<file path="src/rtl/fifo_pkg.sv">
// Shared types and limits for the fifo write-port arbiter.
package fifo_pkg;

    typedef enum logic {
        ST_IDLE  = 1'b0,
        ST_GRANT = 1'b1
    } state_t;

    localparam int NUM_REQ_MIN = 2;
    localparam int NUM_REQ_MAX = 16;
    localparam int LIMIT_MAX   = 255;
    localparam int CNT_W       = 8;

    function automatic int clog2(input int n);
        int r;
        r = 0;
        for (int i = 0; i < 31; i++) begin
            if ((1 << i) < n) r = i + 1;
        end
        return r;
    endfunction

endpackage

</file>
<file path="src/rtl/rr_pick.sv">
// Round-robin picker: first set request after ptr, wrapping; ptr itself is lowest priority.
// Purely combinational, no backpressure.
module rr_pick #(
    parameter int NUM_REQ = 4,
    parameter int ID_W    = 2
) (
    input  logic [NUM_REQ-1:0] req,
    input  logic [ID_W-1:0]    ptr,
    output logic               found,
    output logic [ID_W-1:0]    idx
);

    logic [ID_W:0] cand;

    // Walk from the farthest candidate back to the nearest so the nearest set bit wins.
    always_comb begin
        found = 1'b0;
        idx   = '0;
        cand  = '0;
        for (int i = NUM_REQ; i >= 1; i--) begin
            cand = {1'b0, ptr} + (ID_W+1)'(i);
            if (cand >= (ID_W+1)'(NUM_REQ)) cand = cand - (ID_W+1)'(NUM_REQ);
            if (req[cand[ID_W-1:0]]) begin
                found = 1'b1;
                idx   = cand[ID_W-1:0];
            end
        end
    end

endmodule

</file>
<file path="src/rtl/fifo_write_arbiter.sv">
// Round-robin burst arbiter sharing one fifo write port; 1-cycle request-to-first-beat, no bubble between grants.
// fifo_full stalls the current owner (no release); data path is a combinational mux.
module fifo_write_arbiter
    import fifo_pkg::*;
#(
    parameter  int NUM_REQ      = 4,
    parameter  int DATA_WIDTH   = 32,
    parameter  int MAX_BURST    = 16,
    parameter  int HOLD_TIMEOUT = 8,
    localparam int ID_W         = clog2(NUM_REQ)
) (
    input  logic                          clock,
    input  logic                          rst,
    input  logic [NUM_REQ-1:0]            req_valid,
    input  logic [NUM_REQ*DATA_WIDTH-1:0] req_data,
    input  logic [NUM_REQ-1:0]            req_last,
    output logic [NUM_REQ-1:0]            req_ready,
    output logic [DATA_WIDTH-1:0]         fifo_data,
    output logic                          fifo_valid,
    input  logic                          fifo_full,
    output logic [ID_W-1:0]               grant_id,
    output logic                          busy
);

    if (NUM_REQ < NUM_REQ_MIN || NUM_REQ > NUM_REQ_MAX ||
        MAX_BURST < 1 || MAX_BURST > LIMIT_MAX ||
        HOLD_TIMEOUT < 1 || HOLD_TIMEOUT > LIMIT_MAX) begin : g_bad_param
        $error("fifo_write_arbiter: parameter out of range");
    end

    state_t            state, state_n;
    logic [ID_W-1:0]   grant_n, rr_ptr, rr_n, pick_ptr, pick_idx;
    logic [CNT_W-1:0]  beat_cnt, beat_n, hold_cnt, hold_n;
    logic              pick_found, rel;

    // In IDLE search after the last owner; on release search after the current owner.
    assign pick_ptr = (state == ST_IDLE) ? rr_ptr : grant_id;

    rr_pick #(
        .NUM_REQ (NUM_REQ),
        .ID_W    (ID_W)
    ) u_pick (
        .req   (req_valid),
        .ptr   (pick_ptr),
        .found (pick_found),
        .idx   (pick_idx)
    );

    assign fifo_data = req_data[grant_id*DATA_WIDTH +: DATA_WIDTH];
    assign busy      = (state == ST_GRANT);

    always_comb begin
        state_n    = state;
        grant_n    = grant_id;
        beat_n     = beat_cnt;
        hold_n     = hold_cnt;
        rr_n       = rr_ptr;
        req_ready  = '0;
        fifo_valid = 1'b0;
        rel        = 1'b0;
        case (state)
            ST_IDLE: begin
                if (pick_found) begin
                    state_n = ST_GRANT;
                    grant_n = pick_idx;
                    beat_n  = '0;
                    hold_n  = '0;
                end
            end
            ST_GRANT: begin
                req_ready[grant_id] = !fifo_full;
                fifo_valid          = req_valid[grant_id] && !fifo_full;
                if (fifo_valid) begin
                    beat_n = beat_cnt + 1'b1;
                    hold_n = '0;
                    rel    = req_last[grant_id] || (beat_cnt == CNT_W'(MAX_BURST - 1));
                end else if (!req_valid[grant_id]) begin
                    hold_n = hold_cnt + 1'b1;
                    rel    = (hold_cnt == CNT_W'(HOLD_TIMEOUT - 1));
                end
                if (rel) begin
                    rr_n   = grant_id;
                    beat_n = '0;
                    hold_n = '0;
                    if (pick_found) grant_n = pick_idx;
                    else            state_n = ST_IDLE;
                end
            end
            default: state_n = ST_IDLE;
        endcase
    end

    always_ff @(posedge clock) begin
        if (rst) begin
            state    <= ST_IDLE;
            grant_id <= '0;
            beat_cnt <= '0;
            hold_cnt <= '0;
            rr_ptr   <= ID_W'(NUM_REQ - 1);
        end else begin
            state    <= state_n;
            grant_id <= grant_n;
            beat_cnt <= beat_n;
            hold_cnt <= hold_n;
            rr_ptr   <= rr_n;
        end
    end

endmodule

</file>
<file path="config.mk">
export PLATFORM = sky130hd
export DESIGN_NAME = fifo_write_arbiter
export DESIGN_NICKNAME = d
export VERILOG_FILES = /design/src/rtl/fifo_pkg.sv /design/src/rtl/rr_pick.sv /design/src/rtl/fifo_write_arbiter.sv
export SDC_FILE = /design/constraint.sdc
export NUM_CORES = 1
export LEC_CHECK = 0
export CAP_MARGIN = 20
export CORE_ASPECT_RATIO = 1.2
export CORE_MARGIN = 2
export CORE_UTILIZATION = 30
export CTS_BUF_LIST = sky130_fd_sc_hd__clkbuf_8
export DETAILED_ROUTE_END_ITERATION = 6
export HOLD_SLACK_MARGIN = 0.08
export PLACE_DENSITY = 0.77
export SYNTH_ARGS = -nofsm -noshare
export SYNTH_HDL_FRONTEND = slang
export SYNTH_SLANG_ARGS = --single-unit
</file>
<file path="constraint.sdc">
create_clock -name clock -period 2.7 [get_ports clock]
set_clock_uncertainty 0.1 [all_clocks]
set_input_delay 0.27 -clock clock [delete_from_list [all_inputs] [get_ports clock]]
set_output_delay 0.27 -clock clock [all_outputs]
set_load 0.02 [all_outputs]
</file>
### After elaboration in Yosys (flattened, before gate mapping)

Index checks and enable logic that the tools add are counted.

| operators by class | value |
|---|---|
| add/sub/neg operators | 10 |
| magnitude comparators | 10 |
| eq/ne operators | 6 |
| shifts and indexed selects | 1 |
| mux-type cells | 46 |
| bitwise gates (word level) | 2 |
| reductions and logical operators | 7 |

Operators by type and width:

| operator | number |
|---|---|
| $shiftx 128x8->32 | 1 |
| $mux 8 | 6 |
| $pmux 8 s2 | 2 |
| $mux 2 | 11 |
| $mux 1 | 17 |
| $add 8x1->8 const B | 2 |
| $lt 2x3->1 const B | 5 |
| $bmux 1 s2 | 6 |
| $ge 3x3->1 const B | 4 |
| $eq 8x3->1 const B | 1 |
| $eq 8x4->1 const B | 1 |
| $sub 2x1->2 const B | 4 |
| $add 2x2->3 const B | 2 |
| $reduce_and 2->1 | 3 |
| $and 4x4->4 | 1 |
| $mux 4 | 1 |
| $ne 4x2->1 const B | 1 |
| $pmux 2 s2 | 1 |
| $add 2x1->3 const B | 1 |
| $add 2x3->3 const B | 1 |
| $ne 3x1->1 const B | 1 |
| $demux 1 s2 | 1 |
| $ge 2x1->1 const B | 1 |
| $logic_and 1x1->1 | 2 |
| other kinds (6) | 6 |

| word-level totals | value |
|---|---|
| register bits after elaboration | 21 |
| bits of input ports | 139 |
| output and inout port bits | 40 |
| logic and storage cells | 87 |

### Depth between registers and ports, before layout

Gate-level depths: netlist (run 1).

| logic depth | value |
|---|---|
| word-level depth | 13 |
| depth in mapped cells | 7 |
| gate-level depth less buffers | 6 |

### Modules after synthesis

From an unflattened synthesis (run 1), not the netlist that was laid out.

| second synthesis, totals | value |
|---|---|
| cell total of the unflattened synthesis | 188 |
| area, all modules | 2009.4 µm² |

By module, submodules not included:

| module | times used | cells an instance | area an instance (µm²) |
|---|---|---|---|
| fifo_write_arbiter | 1 | 174 | 1918.1 |
| rr_pick | 1 | 14 | 91.3 |

### Worst setup path after synthesis (run 1)

OpenSTA, ideal clock, no wires.

| path | value |
|---|---|
| kind | register to output |
| start point | reg grant_id[0] |
| end point | out fifo_data[0] |
| arrival | 2050 ps |
| setup slack | 280 ps |
| cell stages (with the launch flop) | 5 |
| buffers on the path | 3 |
| cells stage by stage | dfxtp_1 > buf_6 > clkbuf_1 > buf_2 > mux4_2 |

| between the ends | value |
|---|---|
| cells in the longest elaborated chain, start to end | 1 |

RTL lines:

| item | RTL line | RTL |
|---|---|---|
| start, declared | fifo_write_arbiter.sv:21 | `output logic [ID_W-1:0] grant_id,` |
| start signal, assigned | fifo_write_arbiter.sv:102 | `grant_id <= grant_n;` |
| $shiftx 128x8->32 | fifo_write_arbiter.sv:49 | `assign fifo_data = req_data[grant_id*DATA_WIDTH +: DATA_WIDTH];` |
| end, declared | fifo_write_arbiter.sv:18 | `output logic [DATA_WIDTH-1:0] fifo_data,` |

Every way passes these cells.

### Worst setup path after layout (run 1)

| path | value |
|---|---|
| start point | reg grant_id[0] |
| end point | out fifo_data[9] |

Same word-level chain as after synthesis.

==> results of run 1 <==
==> stage by stage <==
stage	setup WS [ns]	hold WS [ns]	total power [mW]	util, %	instance area, um^2
floorplan	0.2798	0.3323	0.7189	-	1969
global placement	0.1305	0.3709	1.132	60.31	3864
detailed placement	0.07119	0.3873	1.144	60.31	3864
CTS	0.1189	0.3989	1.346	61.04	3910
global route	0.04947	0.4277	1.400	61.04	3910
finish	0.1392	0.4019	1.338	61.04	3910
==> power groups by stage <==
stage	logic [mW]	clock network (mW)	registers, mW
6_report	0.794	0.204	0.340
2_1_floorplan	0.382	0	0.337
4_1_cts	0.799	0.207	0.340
3_3_place_gp	0.785	0	0.347
3_5_place_dp	0.797	0	0.347
5_1_grt	0.836	0.221	0.343
==> layout make-up <==
cell class / count / area share [%]
timing repair buffer: 184 / 47.36
sequential: 21 / 10.82
clock buffer: 3 / 1.056
inverter: 4 / 0.3840
clock inverter: 1 / 0.1280
tap: 85 / 2.720
multi-input combinational: 148 / 37.54
==> layout by cell type (no fill, tap or decap), types with 3 or more instances in the layout <==
cell / count
nor4_1: 3
dfxtp_1: 19
buf_4: 4
nand2_1: 11
clkdlybuf4s50_1: 178
xor2_1: 4
and3_1: 5
inv_1: 4
nor2_1: 16
mux2i_1: 4
o21ai_0: 7
a21oi_1: 16
mux4_2: 34
clkbuf_8: 3
nand3_1: 6
o211ai_1: 3
or3_1: 7
==> path summary, 6_finish.rpt <==
path | cells past startpoint | slack [ns] | startpoint | end
setup / recovery | 3 | 0.14 | grant_id[0] | fifo_data[9]
setup reg to reg | 5 | 0.27 | grant_id[0] | beat_cnt[6]
hold / removal | 2 | 0.40 | beat_cnt[1] | beat_cnt[1]
hold reg to reg | 2 | 0.40 | beat_cnt[1] | beat_cnt[1]
==> registers in the layout, summed over array words and instances (netlist names) <==
register  flops
beat_cnt      8
hold_cnt      8
grant_id      2
rr_ptr        2
busy          1
==> metal layers <==
layer  track usage, %  vias up  part of all wire, %
met2            41.38      114                   52
met1            23.45     1139                   37
li1                 -     1095                    -
met4            5.848        2                  1.8
met5                0        -                 0.16
met3            6.238       13                  8.5
==> cell families (layout without fill, tap and decap cells) <==
kind of cell               after synthesis  in the layout  synth area share [%]
AOI/OAI and AO/OA                       38             38                 12.01
adders and majority gates                2              2                 1.270
and+or+nand+nor                         63             63                 17.09
buffers and inverters                   17            192                 4.130
DFF                                     21             21                 21.35
muxes                                   39             39                 41.49
xor gates and xnor gates                 6              6                 2.668
==> worst reg2reg max path, cell delays in order, from the launching register on <==
cell and delay, ns:
dfxtp_2 0.49, mux4_2 0.57, o31a_1 0.36, a22o_1 0.33, or3_1 0.38, a21oi_1 0.13
==> impl_metrics.csv, run 1 <==
group,metric,value,unit
setup_path,end_kind,"primary output",
yosys,synth_cell_types,42,
routing,wl_per_cell,18.62,um
die,pin_count,179,
routing,drc,0,
cts,postCtsResizedCells,0,
setup_path,crit_chain,"buf_12 -> mux4_2 -> clkdlybuf4s50_1",
sta,finalSetupViolCount,0,
global_route,grt_max_degree,34,
final_layout,fillers,561,
setup_path,path_buf_inv,2,
worst_hold_path,hp-class,"flip-flop to flip-flop",
cts,cts_tree,"done",
routing,drt-total-wl,8306,um
global_route,grt_overflow,0,
cts,clockBufferDepth,2,
routing,via_count,2363,
yosys,synthFlopType,"dfxtp_1",
cts,cts_buffers,3,
die,die-height,92.76,um
setup_path,cp_max_fo,33,
routing,ant_nets,0,
placement,routabilityCongestion,0.8384,
sta,period_share,94.85,%
cts,cts_sinks,21,
die,die_area,7231,um^2
global_route,grtUsageTotal,21.85,%
routing,drt_iter0_markers,79,
yosys,seq_area_frac_synth,21.35,%
setup_path,critPathKind,"flip-flop to primary output",
power_and_ir_drop,clkPwrFrac,15.3,%
die,num_rows,32,
power_and_ir_drop,leakage,1.340,nW
die,die_w,77.96,um
yosys,synth_top_area_share,38.88,%
sta,worst_pin_slew,0.5122,ns
global_route,grt_pass1_wl,12410,um
final_layout,final-instance-count-excl-fill,446,
sta,layout_min_cycle_time,2.561,ns
cts,clk_pin_slew,0.08,ns
global_route,grt_pass1_vias,2404,
setup_path,cp_slowest_cell,"mux4_2",
sta,max_freq,390.5,MHz
power_and_ir_drop,p_int,0.9091,mW
sta,maxSlewHeadroom,65.74,%
run,maxCapViolCount,0,
yosys,synth_fp_nets,327,
power_and_ir_drop,combPwrFrac,59.3,%
sta,maxSlewViolCount,0,
routing,avgViaCountPerCell,5.298,
power_and_ir_drop,power_frac_seq,25.4,%
setup_path,critPathArrivalTime,2.19,ns
final_layout,seq_area,422.9,um^2
cts,clockRootBuffer,"clkbuf_8",
cts,cts_hold_buf,0,
yosys,synth-seq-cells,21,
sta,rsz0062_at_grt,"false",
yosys,synth_area_per_cell,10.59,um^2
yosys,syn_inst,186,
placement,dp_hpwl,7054,um
placement,numPortBuffers,178,
sta,tns,0,ns
run_status,outcome,"finished clean",
yosys,ys_warn_count,0,
yosys,synth.cell_area,1969,um^2
power_and_ir_drop,p_sw_share,32.06,%
yosys,netlist_top_cells_area,"mux4_2, dfxtp_1, a21oi_1, nor2_1, or3_1",
power_and_ir_drop,p_per_area,342.3,nW/um^2
cts,htree_levels,1,
setup_path,cpPeakStageDelay,0.57,ns
setup_path,startpoint_type,"flip-flop",
sta,hold_viol_final,0,
cts,clock_latency,0.26,ns
final_layout,synthToLayoutAreaGrowth,98.54,%
power_and_ir_drop,p_switching,0.4291,mW
routing,dr.pass1.iters,4,
global_route,antenna_found_initial,1,
die,core_area,6406,um^2
final_layout,final_layout_size_suffix_gt1_share,13.57,%
yosys,synthArstFlopShare,0,%
final_layout,n_antenna_cell,0,
cts,post_cts_buffers,0,
final_layout,multi_input_area,1468,um^2
placement,dp_cells,442,
yosys,synth_edf_count,0,
yosys,yosys.area.top_type,"mux4_2",
final_layout,nets,503,
setup_path,required,2.33,ns
power_and_ir_drop,vdd_drop_max,0.2207,mV
setup_path,critPathTopFamily,"buffers and inverters",
die,start_util,30.74,%
yosys,synth_most_common_cell,"mux4_2",
yosys,yosys-top-cells-count,"mux4_2, dfxtp_1, a21oi_1, nor2_1, nand2_1",
Power figures use the tool's default switching activity.
==> run 2, diff against run 1 <==
Settings changed: SKIP_CTS_REPAIR_TIMING set to 1.
==> results of run 2 <==
Final layout, timing and power as in run 1 (identical DEF).
==> run 3, diff against run 2 <==
Settings changed: CORE_MARGIN 2 to 1.
==> run 3 against run 2 <==
Compared with the run above:
- critical path depth rose by 2
- setup slack improved by 0.092 ns
- utilization rose by 2.4 points
- global-route usage rose by 1.1 points
- worst hold slack got worse by 0.015 ns
- final area barely moved
- die area fell by 4.7%
- sequential share of layout area barely moved
- combinational power barely moved
- total power fell by 0.68%
- final cell count fell by 0.45%
==> impl_metrics.csv, run 3 (synthesis gave the netlist of run 1 again) <==
group,metric,value,unit
global_route,grt_pass1_wl,12350,um
setup_path,path_buf_inv,3,
cts,clock_latency,0.26,ns
routing,avgViaCountPerCell,5.158,
setup_path,critPathTopFamily,"buffers and inverters",
routing,wl_per_cell,17.68,um
cts,clk_pin_slew,0.07,ns
setup_path,required,2.33,ns
power_and_ir_drop,clkPwrFrac,15.0,%
cts,clockBufferDepth,2,
global_route,grtUsageTotal,22.92,%
die,die_area,6894,um^2
routing,drc,0,
run,maxCapViolCount,0,
final_layout,final_cell_mix,"clkdlybuf4s50_1, mux4_2, dfxtp_1",
cts,htree_levels,1,
final_layout,seq_area,422.9,um^2
final_layout,synthToLayoutAreaGrowth,98.67,%
setup_path,cp_slowest_cell,"clkdlybuf4s50_1",
placement,post_dp_cell_area,3867,um^2
run_status,outcome,"finished clean",
setup_path,end_kind,"primary output",
cts,cts_tree,"done",
final_layout,multi_input_area,1468,um^2
sta,maxSlewHeadroom,67.70,%
power_and_ir_drop,combPwrFrac,59.9,%
power_and_ir_drop,p_sw_share,31.56,%
sta,layout_min_cycle_time,2.469,ns
sta,maxSlewViolCount,0,
global_route,grt_max_degree,34,
setup_path,startpoint_type,"primary input",
power_and_ir_drop,p_switching,0.4194,mW
die,num_rows,31,
setup_path,critPathArrivalTime,2.10,ns
power_and_ir_drop,p_per_area,339.7,nW/um^2
die,core_area,6167,um^2
placement,dp_hpwl,6802,um
final_layout,final_common_cell,"clkdlybuf4s50_1",
setup_path,crit_top_cell,"clkdlybuf4s50_1",
global_route,antenna_found_initial,0,
setup_path,cp_max_fo,6,
cts,clockRootBuffer,"clkbuf_8",
die,die-height,90.76,um
sta,max_freq,405.0,MHz
worst_hold_path,hp-class,"flip-flop to flip-flop",
setup_path,critPathKind,"primary input to primary output",
setup_path,crit_chain,"clkdlybuf4s50_1 -> mux4_2 -> buf_4 -> and2_1 -> clkdlybuf4s50_1",
sta,worst_pin_slew,0.4813,ns
power_and_ir_drop,p_int,0.9097,mW
routing,drt-total-wl,7852,um
routing,via_count,2290,
sta,finalSetupViolCount,0,
placement,routabilityCongestion,0.8327,
power_and_ir_drop,leakage,1.347,nW
die,start_util,31.93,%
final_layout,top_regs,"beat_cnt (8), hold_cnt (8)",
placement,numPortBuffers,178,
die,die_w,75.96,um
final_layout,final_layout_size_suffix_gt1_share,13.54,%
routing,drt_iter0_markers,56,
sta,tns,0,ns
cts,cts_buffers,3,
cts,cts_sinks,21,
final_layout,nets,504,
final_layout,n_antenna_cell,0,
global_route,grt_pass1_vias,2339,
sta,period_share,91.45,%
routing,ant_nets,0,
power_and_ir_drop,vdd_drop_max,0.2096,mV
die,pin_count,179,
final_layout,fillers,505,
power_and_ir_drop,power_frac_seq,25.1,%
global_route,grt_overflow,0,
sta,rsz0062_at_grt,"false",
sta,hold_viol_final,0,
final_layout,design_area,3913,um^2
setup_path,cpPeakStageDelay,0.53,ns
routing,dr.pass1.iters,4,
[run 3: cell types whose count changed in the layout (fill, tap and decap cells not counted), sizes merged]
| cell | delta |
|---|---|
| inv | +1 |
| buf | +1 |
| clkinv | -1 |
[run 3: cell type report]
class	count	area share (%)
clock buffer	3	1.055
clock inverter	1	0.09594
inverter	4	0.3838
multi-input combinational	148	37.51
sequential	21	10.81
tap	82	2.622
timing repair buffer	185	47.52
[run 3: path summary, 6_finish.rpt]
| path | cells past startpoint | slack (ns) | from | end |
|---|---|---|---|---|
| worst max-delay path | 5 | 0.23 | req_valid[2] | fifo_valid |
| worst min-delay path | 2 | 0.39 | beat_cnt[1] | beat_cnt[1] |
| worst max register to register | 6 | 0.24 | hold_cnt[0] | beat_cnt[6] |
| worst min register to register | 2 | 0.39 | beat_cnt[1] | beat_cnt[1] |
[run 3: power by group through the flow]
stage	Combinational [mW]	Sequential, mW	Clock [mW]
after floorplan	0.382	0.337	0
after global placement	0.795	0.340	0
after detailed placement	0.803	0.341	0
after CTS	0.805	0.333	0.203
after global routing	0.845	0.336	0.218
final	0.796	0.333	0.199
[run 3: metal layers]
metal	routed length (um)	vias up	GRT usage (%)	share of wire, %
li1	-	1103	-	-
met1	2905	1044	25.52	37
met2	3921	127	40.38	50
met3	802	16	7.980	10
met4	223	0	7.853	2.8
met5	0	-	0	0
[run 3: metrics by stage]
step	utilization (%)	std cells	setup WS [ns]	hold slack (ns)	power [mW]
6_report	63.44	444	0.2308	0.3865	1.329
5_1_grt	63.44	444	0.1032	0.4230	1.398
4_1_cts	63.44	444	0.2243	0.3880	1.341
3_5_place_dp	62.71	440	0.07472	0.3773	1.143
3_3_place_gp	62.71	440	0.1395	0.3657	1.135
2_1_floorplan	-	186	0.2798	0.3323	0.7189
[run 3: worst min-delay path, stage by stage (launching register included)]
cell and delay [ns]:
dfxtp_1 0.34, nand2_1 0.06, a21oi_1 0.05
==> RTL edit 1 (settings of run 1) <==
Compare `hold_cnt` against `CNT_W'(HOLD_TIMEOUT - 1)` with >= in place of ==.
--- a/src/rtl/fifo_write_arbiter.sv
+++ b/src/rtl/fifo_write_arbiter.sv
@@ -76,7 +76,7 @@
                     rel    = req_last[grant_id] || (beat_cnt == CNT_W'(MAX_BURST - 1));
                 end else if (!req_valid[grant_id]) begin
                     hold_n = hold_cnt + 1'b1;
-                    rel    = (hold_cnt == CNT_W'(HOLD_TIMEOUT - 1));
+                    rel    = (hold_cnt >= CNT_W'(HOLD_TIMEOUT - 1));
                 end
                 if (rel) begin
                     rr_n   = grant_id;
Behaviour: same outputs for any inputs over 10 cycles, from zero or initial values and one cycle with rst high; that may be too few to reach the edited logic, so the function may still have changed.
==> RTL edit 1 against run 1 <==
Routed wire length shrank 5.5%; worst setup slack improved by 0.059 ns; sequential cell count did not move; total power is 0.74% higher; synthesized area down 1.1%; final cell count fell by 1.8%; hold slack lost 0.021 ns; design area down 0.80%; largest cell class unchanged; highest routed layer is now met4.
==> RTL edit 1: results (changes against run 1) <==
metric;value;unit;change
cp_data_arrival_time;2.13;ns;was 2.19 ns
dp.cells;434;;was 442
status;finished clean;;unchanged
grt_pass1_wl;11.98;mm;was 12.41 mm
swShare;32.04;%;was 32.06%
antenna_found_initial;0;;was 1
synthTopCellsByArea;mux4_2, dfxtp_1, a21oi_1;;unchanged
min_path_type;flip-flop to flip-flop;;unchanged
p_leak;1.316;nW;was 1.340 nW
path_max_fanout;13;;was 33
portBuffers;178;;unchanged
drtIter0Drc;76;;was 79
tightest_slew;0.4872;ns;was 0.5122 ns
drive_gt1_share;14.16;%;was 13.57%
grt_max_degree;26;;was 34
yosys-top-cells-count;mux4_2, dfxtp_1, a21oi_1, nor2_1, nand3_1;;was mux4_2, dfxtp_1, a21oi_1, nor2_1, nand2_1
nNetsFinal;495;;was 503
seq_area_frac_synth;21.59;%;was 21.35%
dp.final_hpwl;6.752;mm;was 7.054 mm
htreeDepth;1;;unchanged
syn_nets;319;;was 327
synthCells;178;;was 186
totalWireLength;7.852;mm;was 8.306 mm
stdcell_count;438;;was 446
dr_total_vias;2311;;was 2,363
grt_usage;21.46;%;was 21.85%
gp_congestion;0.8505;;was 0.8384
ir_worst_vdd;0.1991;mV;was 0.2207 mV
## RTL edit 1: cell types whose count changed in the layout (fill, tap and decap cells not counted), sizes merged, moves of 3 or more
cell | before | now
nand2b | 2 | 6
nand2 | 11 | 6
xor2 | 4 | 0
a31oi | 0 | 5
nor2 | 16 | 13
or3 | 7 | 4
## RTL edit 1: cells by family (layout without fill, tap and decap cells)
logic type                 count (synthesis)  after routing  synth area share, %
DFF                                       21             21                21.59
adders and majority gates                  2              2                1.285
buffers and inverters                     16            191                3.921
AOI/OAI and AO/OA                         40             40                14.01
xor gates and xnor gates                   1              1               0.4500
muxes                                     40             40                42.48
and+or+nand+nor                           58             58                16.26
## RTL edit 1: area by class of cell
cell class | count | share of cell area, %
Multi-Input combinational cell | 141 | 37.39
Inverter | 3 | 0.2903
Clock buffer | 3 | 1.065
Tap cell | 85 | 2.742
Sequential cell | 21 | 10.97
Clock inverter | 1 | 0.1290
Timing Repair Buffer | 184 | 47.42
## RTL edit 1: worst paths after layout
kind	from	endpoint	slack (ns)	cells past startpoint
setup / recovery	grant_id[0]	fifo_data[31]	0.20	3
hold / removal	hold_cnt[7]	hold_cnt[7]	0.38	2
setup reg to reg	grant_id[0]	beat_cnt[5]	0.47	5
hold reg to reg	hold_cnt[7]	hold_cnt[7]	0.38	2
## RTL edit 1: what timing repair did
action / CTS / global route
endpoints found under the setup margin: 0 / 3
endpoints found under the hold margin: 0 / 0
resized for setup: 0 / 1
## RTL edit 1: power groups by stage
stage | clock [mW] | combinational [mW] | sequential (mW)
global route | 0.219 | 0.848 | 0.348
detailed placement | 0 | 0.805 | 0.353
floorplan | 0 | 0.398 | 0.338
finish | 0.204 | 0.800 | 0.345
CTS | 0.208 | 0.808 | 0.345
global placement | 0 | 0.796 | 0.352
## RTL edit 1: routing by layer
layer	up-vias	wire [µm]	GRT usage [%]
met2	118	3928	37.03
met4	0	186	6.250
met1	1102	3137	27.21
met3	12	599	4.035
li1	1079	-	-
met5	-	0	0
## RTL edit 1: stage by stage
stage          area [µm²]  util [%]  total power [mW]  setup slack (ns)
6_report             3879     60.93             1.348            0.1977
5_1_grt              3879     60.93             1.416            0.1013
4_1_cts              3876     60.89             1.361           0.03950
3_5_place_dp         3830     60.16             1.158            0.2445
3_3_place_gp         3830     60.16             1.148            0.2747
2_1_floorplan        1947         -            0.7355            0.4624
## RTL edit 1: worst max-delay path: stages, from the launching register on
cell             delay, ns
dfxtp_4               0.47
buf_4                 0.28
mux4_2                0.55
clkdlybuf4s50_1       0.56
==> RTL edit 2 (config.mk and constraints of run 1) <==
Made on the original files. `NUM_REQ` is set to 4 in 2 places; all go to 5.
--- a/src/rtl/rr_pick.sv
+++ b/src/rtl/rr_pick.sv
@@ -1,7 +1,7 @@
 // Round-robin picker: first set request after ptr, wrapping; ptr itself is lowest priority.
 // Purely combinational, no backpressure.
 module rr_pick #(
-    parameter int NUM_REQ = 4,
+    parameter int NUM_REQ = 5,
     parameter int ID_W    = 2
 ) (
     input  logic [NUM_REQ-1:0] req,
--- a/src/rtl/fifo_write_arbiter.sv
+++ b/src/rtl/fifo_write_arbiter.sv
@@ -3,7 +3,7 @@
 module fifo_write_arbiter
     import fifo_pkg::*;
 #(
-    parameter  int NUM_REQ      = 4,
+    parameter  int NUM_REQ      = 5,
     parameter  int DATA_WIDTH   = 32,
     parameter  int MAX_BURST    = 16,
     parameter  int HOLD_TIMEOUT = 8,
Ports: changed (5 resized); port bits go from 179 to 215. No check against the original RTL was run, so the function may have changed too.
==> RTL edit 2 against run 1 <==
The flow now finishes with violations (setup timing); worst setup slack got worse by 0.81 ns; critical path type is now flip-flop to flip-flop; synthesized area increased by 84%; highest routed layer is now met4; count of clock-buffer cells in the layout stayed put; sequential share of layout area fell by 4.0 points; routed wire length rose by 110%; maximum frequency down 24%; sequential cell count grew 2; combinational power rose to 7.0 times the old value; design area rose by 78%; total power rose to 4.7 times the old value.
==> RTL edit 2: results (changes against run 1) <==
metric;value;unit;change
gp_congestion;0.9935;;was 0.8384
yosys_most_used_dff;dfxtp_1;;unchanged
drive_gt1_share;21.17;%;was 13.57%
clk_path_buf_depth;2;;unchanged
synth_xor_area_share;0.9689;%;was 2.668%
seq_area_frac_synth;12.73;%;was 21.35%
numCtsBuffers;3;;unchanged
n_antenna_cell;0;;unchanged
avgViaCountPerCell;5.656;;was 5.298
top_regs;beat_cnt: 8 flops, hold_cnt: 8 flops;;unchanged
nFillCells;1038;;was 561
whs_path_depth;2;;unchanged
setup_viol;20;;was 0
cp_data_arrival_time;3.43;ns;was 2.19 ns
clock_latency;0.27;ns;
violations;setup timing;;
muxShareOfSynthArea;24.60;%;was 41.49%
drtIter0Drc;309;;was 79
portBuffers;214;;was 178
grt_usage;24.22;%;was 21.85%
min_path_type;flip-flop to flip-flop;;unchanged
tightest_slew;0.7717;ns;was 0.5122 ns
synth-compound-area-share;30.66;%;was 12.01%
dp.final_hpwl;13.10;mm;was 7.054 mm
yosys-top-cells-count;mux2i_1, a21oi_1, nor2_1;;was mux4_2, dfxtp_1, a21oi_1, nor2_1, nand2_1
synth_warnings;0;;unchanged
clockRootBuffer;clkbuf_8;;unchanged
p_int;3.080;mW;was 0.9091 mW
p_leak;2.707;nW;was 1.340 nW
path_max_fanout;6;;was 33
ir_worst_vdd;0.4323;mV;was 0.2207 mV
nNetsFinal;955;;was 503
syn_nets;677;;was 327
synthTopCellsByArea;mux2i_1, dfxtp_1, a21oi_1;;was mux4_2, dfxtp_1, a21oi_1
antenna_found_initial;0;;was 1
htreeDepth;1;;unchanged
grt_pass1_wl;25.88;mm;was 12.41 mm
async_flop_share;0;%;unchanged
grt_max_degree;49;;was 34
place_ws;-0.6384;ns;was 0.07119 ns
synth_fa_ha_area_share;3.806;%;was 1.271%
layout_setup_ws;-0.6708;ns;was 0.1392 ns
dpl_cell_area;6486;µm²;was 3864 µm²
status;finished, violations left;;was finished clean
final_max_slew_viol_count;0;;unchanged
wl_per_cell;18.76;µm;was 18.62 µm
drtPass1Iterations;5;;was 4
clk_pin_slew;0.09;ns;
rr_worst_depth;13;;was 5
grt_pass1_vias;5089;;was 2,404
ys_types;65;;was 42
## RTL edit 2: per-layer routing
metal,vias to the layer above,routed length (µm),global-route usage (%)
met4,0,691,9.698
met2,265,8873,45.12
met3,55,1196,3.715
met1,2464,6633,27.24
met5,-,0,0
li1,2459,-,-
## RTL edit 2: critical path, cell delays in order, from the launching register on
cell and delay [ns]:
dfxtp_4 0.38, mux2i_4 0.20, buf_6 0.13, ha_4 0.16, ha_4 0.31, nor2_1 0.07, a221o_1 0.41, a21o_1 0.19
a2111o_1 0.45, buf_6 0.14, and4_4 0.16, a21boi_4 0.24, nand2_1 0.09, o221a_2 0.23
## RTL edit 2: cells by family (layout without fill, tap and decap cells)
group | Yosys count | after routing
AOI/OAI and AO/OA | 167 | 168
xor gates and xnor gates | 4 | 4
adders and majority gates | 11 | 11
buffers and inverters | 51 | 327
DFF | 23 | 23
muxes | 86 | 86
and+or+nand+nor | 151 | 151
## RTL edit 2: per-stage QoR
stage	total power, mW	setup TNS, ns	cells	util (%)	hold slack [ns]
5_1_grt	6.592	-13.16	927	59.51	0.4551
3_3_place_gp	5.282	-15.09	901	55.56	0.3684
4_1_cts	5.821	-9.125	917	57.61	0.4032
2_1_floorplan	3.461	-11.04	493	-	0.3572
3_5_place_dp	5.380	-18.45	901	55.56	0.3820
6_report	6.236	-10.60	927	59.51	0.4025
## RTL edit 2: worst paths after layout
| path | startpoint | slack (ns) | to |
|---|---|---|---|
| worst max-delay path | busy | -0.67 | grant_id[2] |
| worst max register to register | busy | -0.67 | grant_id[2] |
| worst min register to register | hold_cnt[7] | 0.40 | hold_cnt[7] |
| worst min-delay path | hold_cnt[7] | 0.40 | hold_cnt[7] |
## RTL edit 2: timing repair
action,CTS,global route
endpoints found under the setup margin,57,50
hold buffers,0,0
resized for setup,67,31
pin swaps,22,13
gates cloned,2,2
setup buffers,10,8
## RTL edit 2: final cells by class
class                           count  share of cell area [%]
Inverter                           16                  0.9004
Timing Repair Buffer              307                   41.78
Sequential cell                    23                   6.771
Clock inverter                      1                 0.07203
Clock buffer                        3                  0.5943
Multi-Input combinational cell    420                   47.06
Tap cell                          157                   2.827
## RTL edit 2: power by group through the flow
stage               Sequential (mW)  Clock (mW)  Combinational [mW]
floorplan                     0.452           0                3.01
global route                  0.449       0.237                5.91
detailed placement            0.438           0                4.94
global placement              0.436           0                4.85
finish                        0.444       0.217                5.57
CTS                           0.435       0.216                5.17
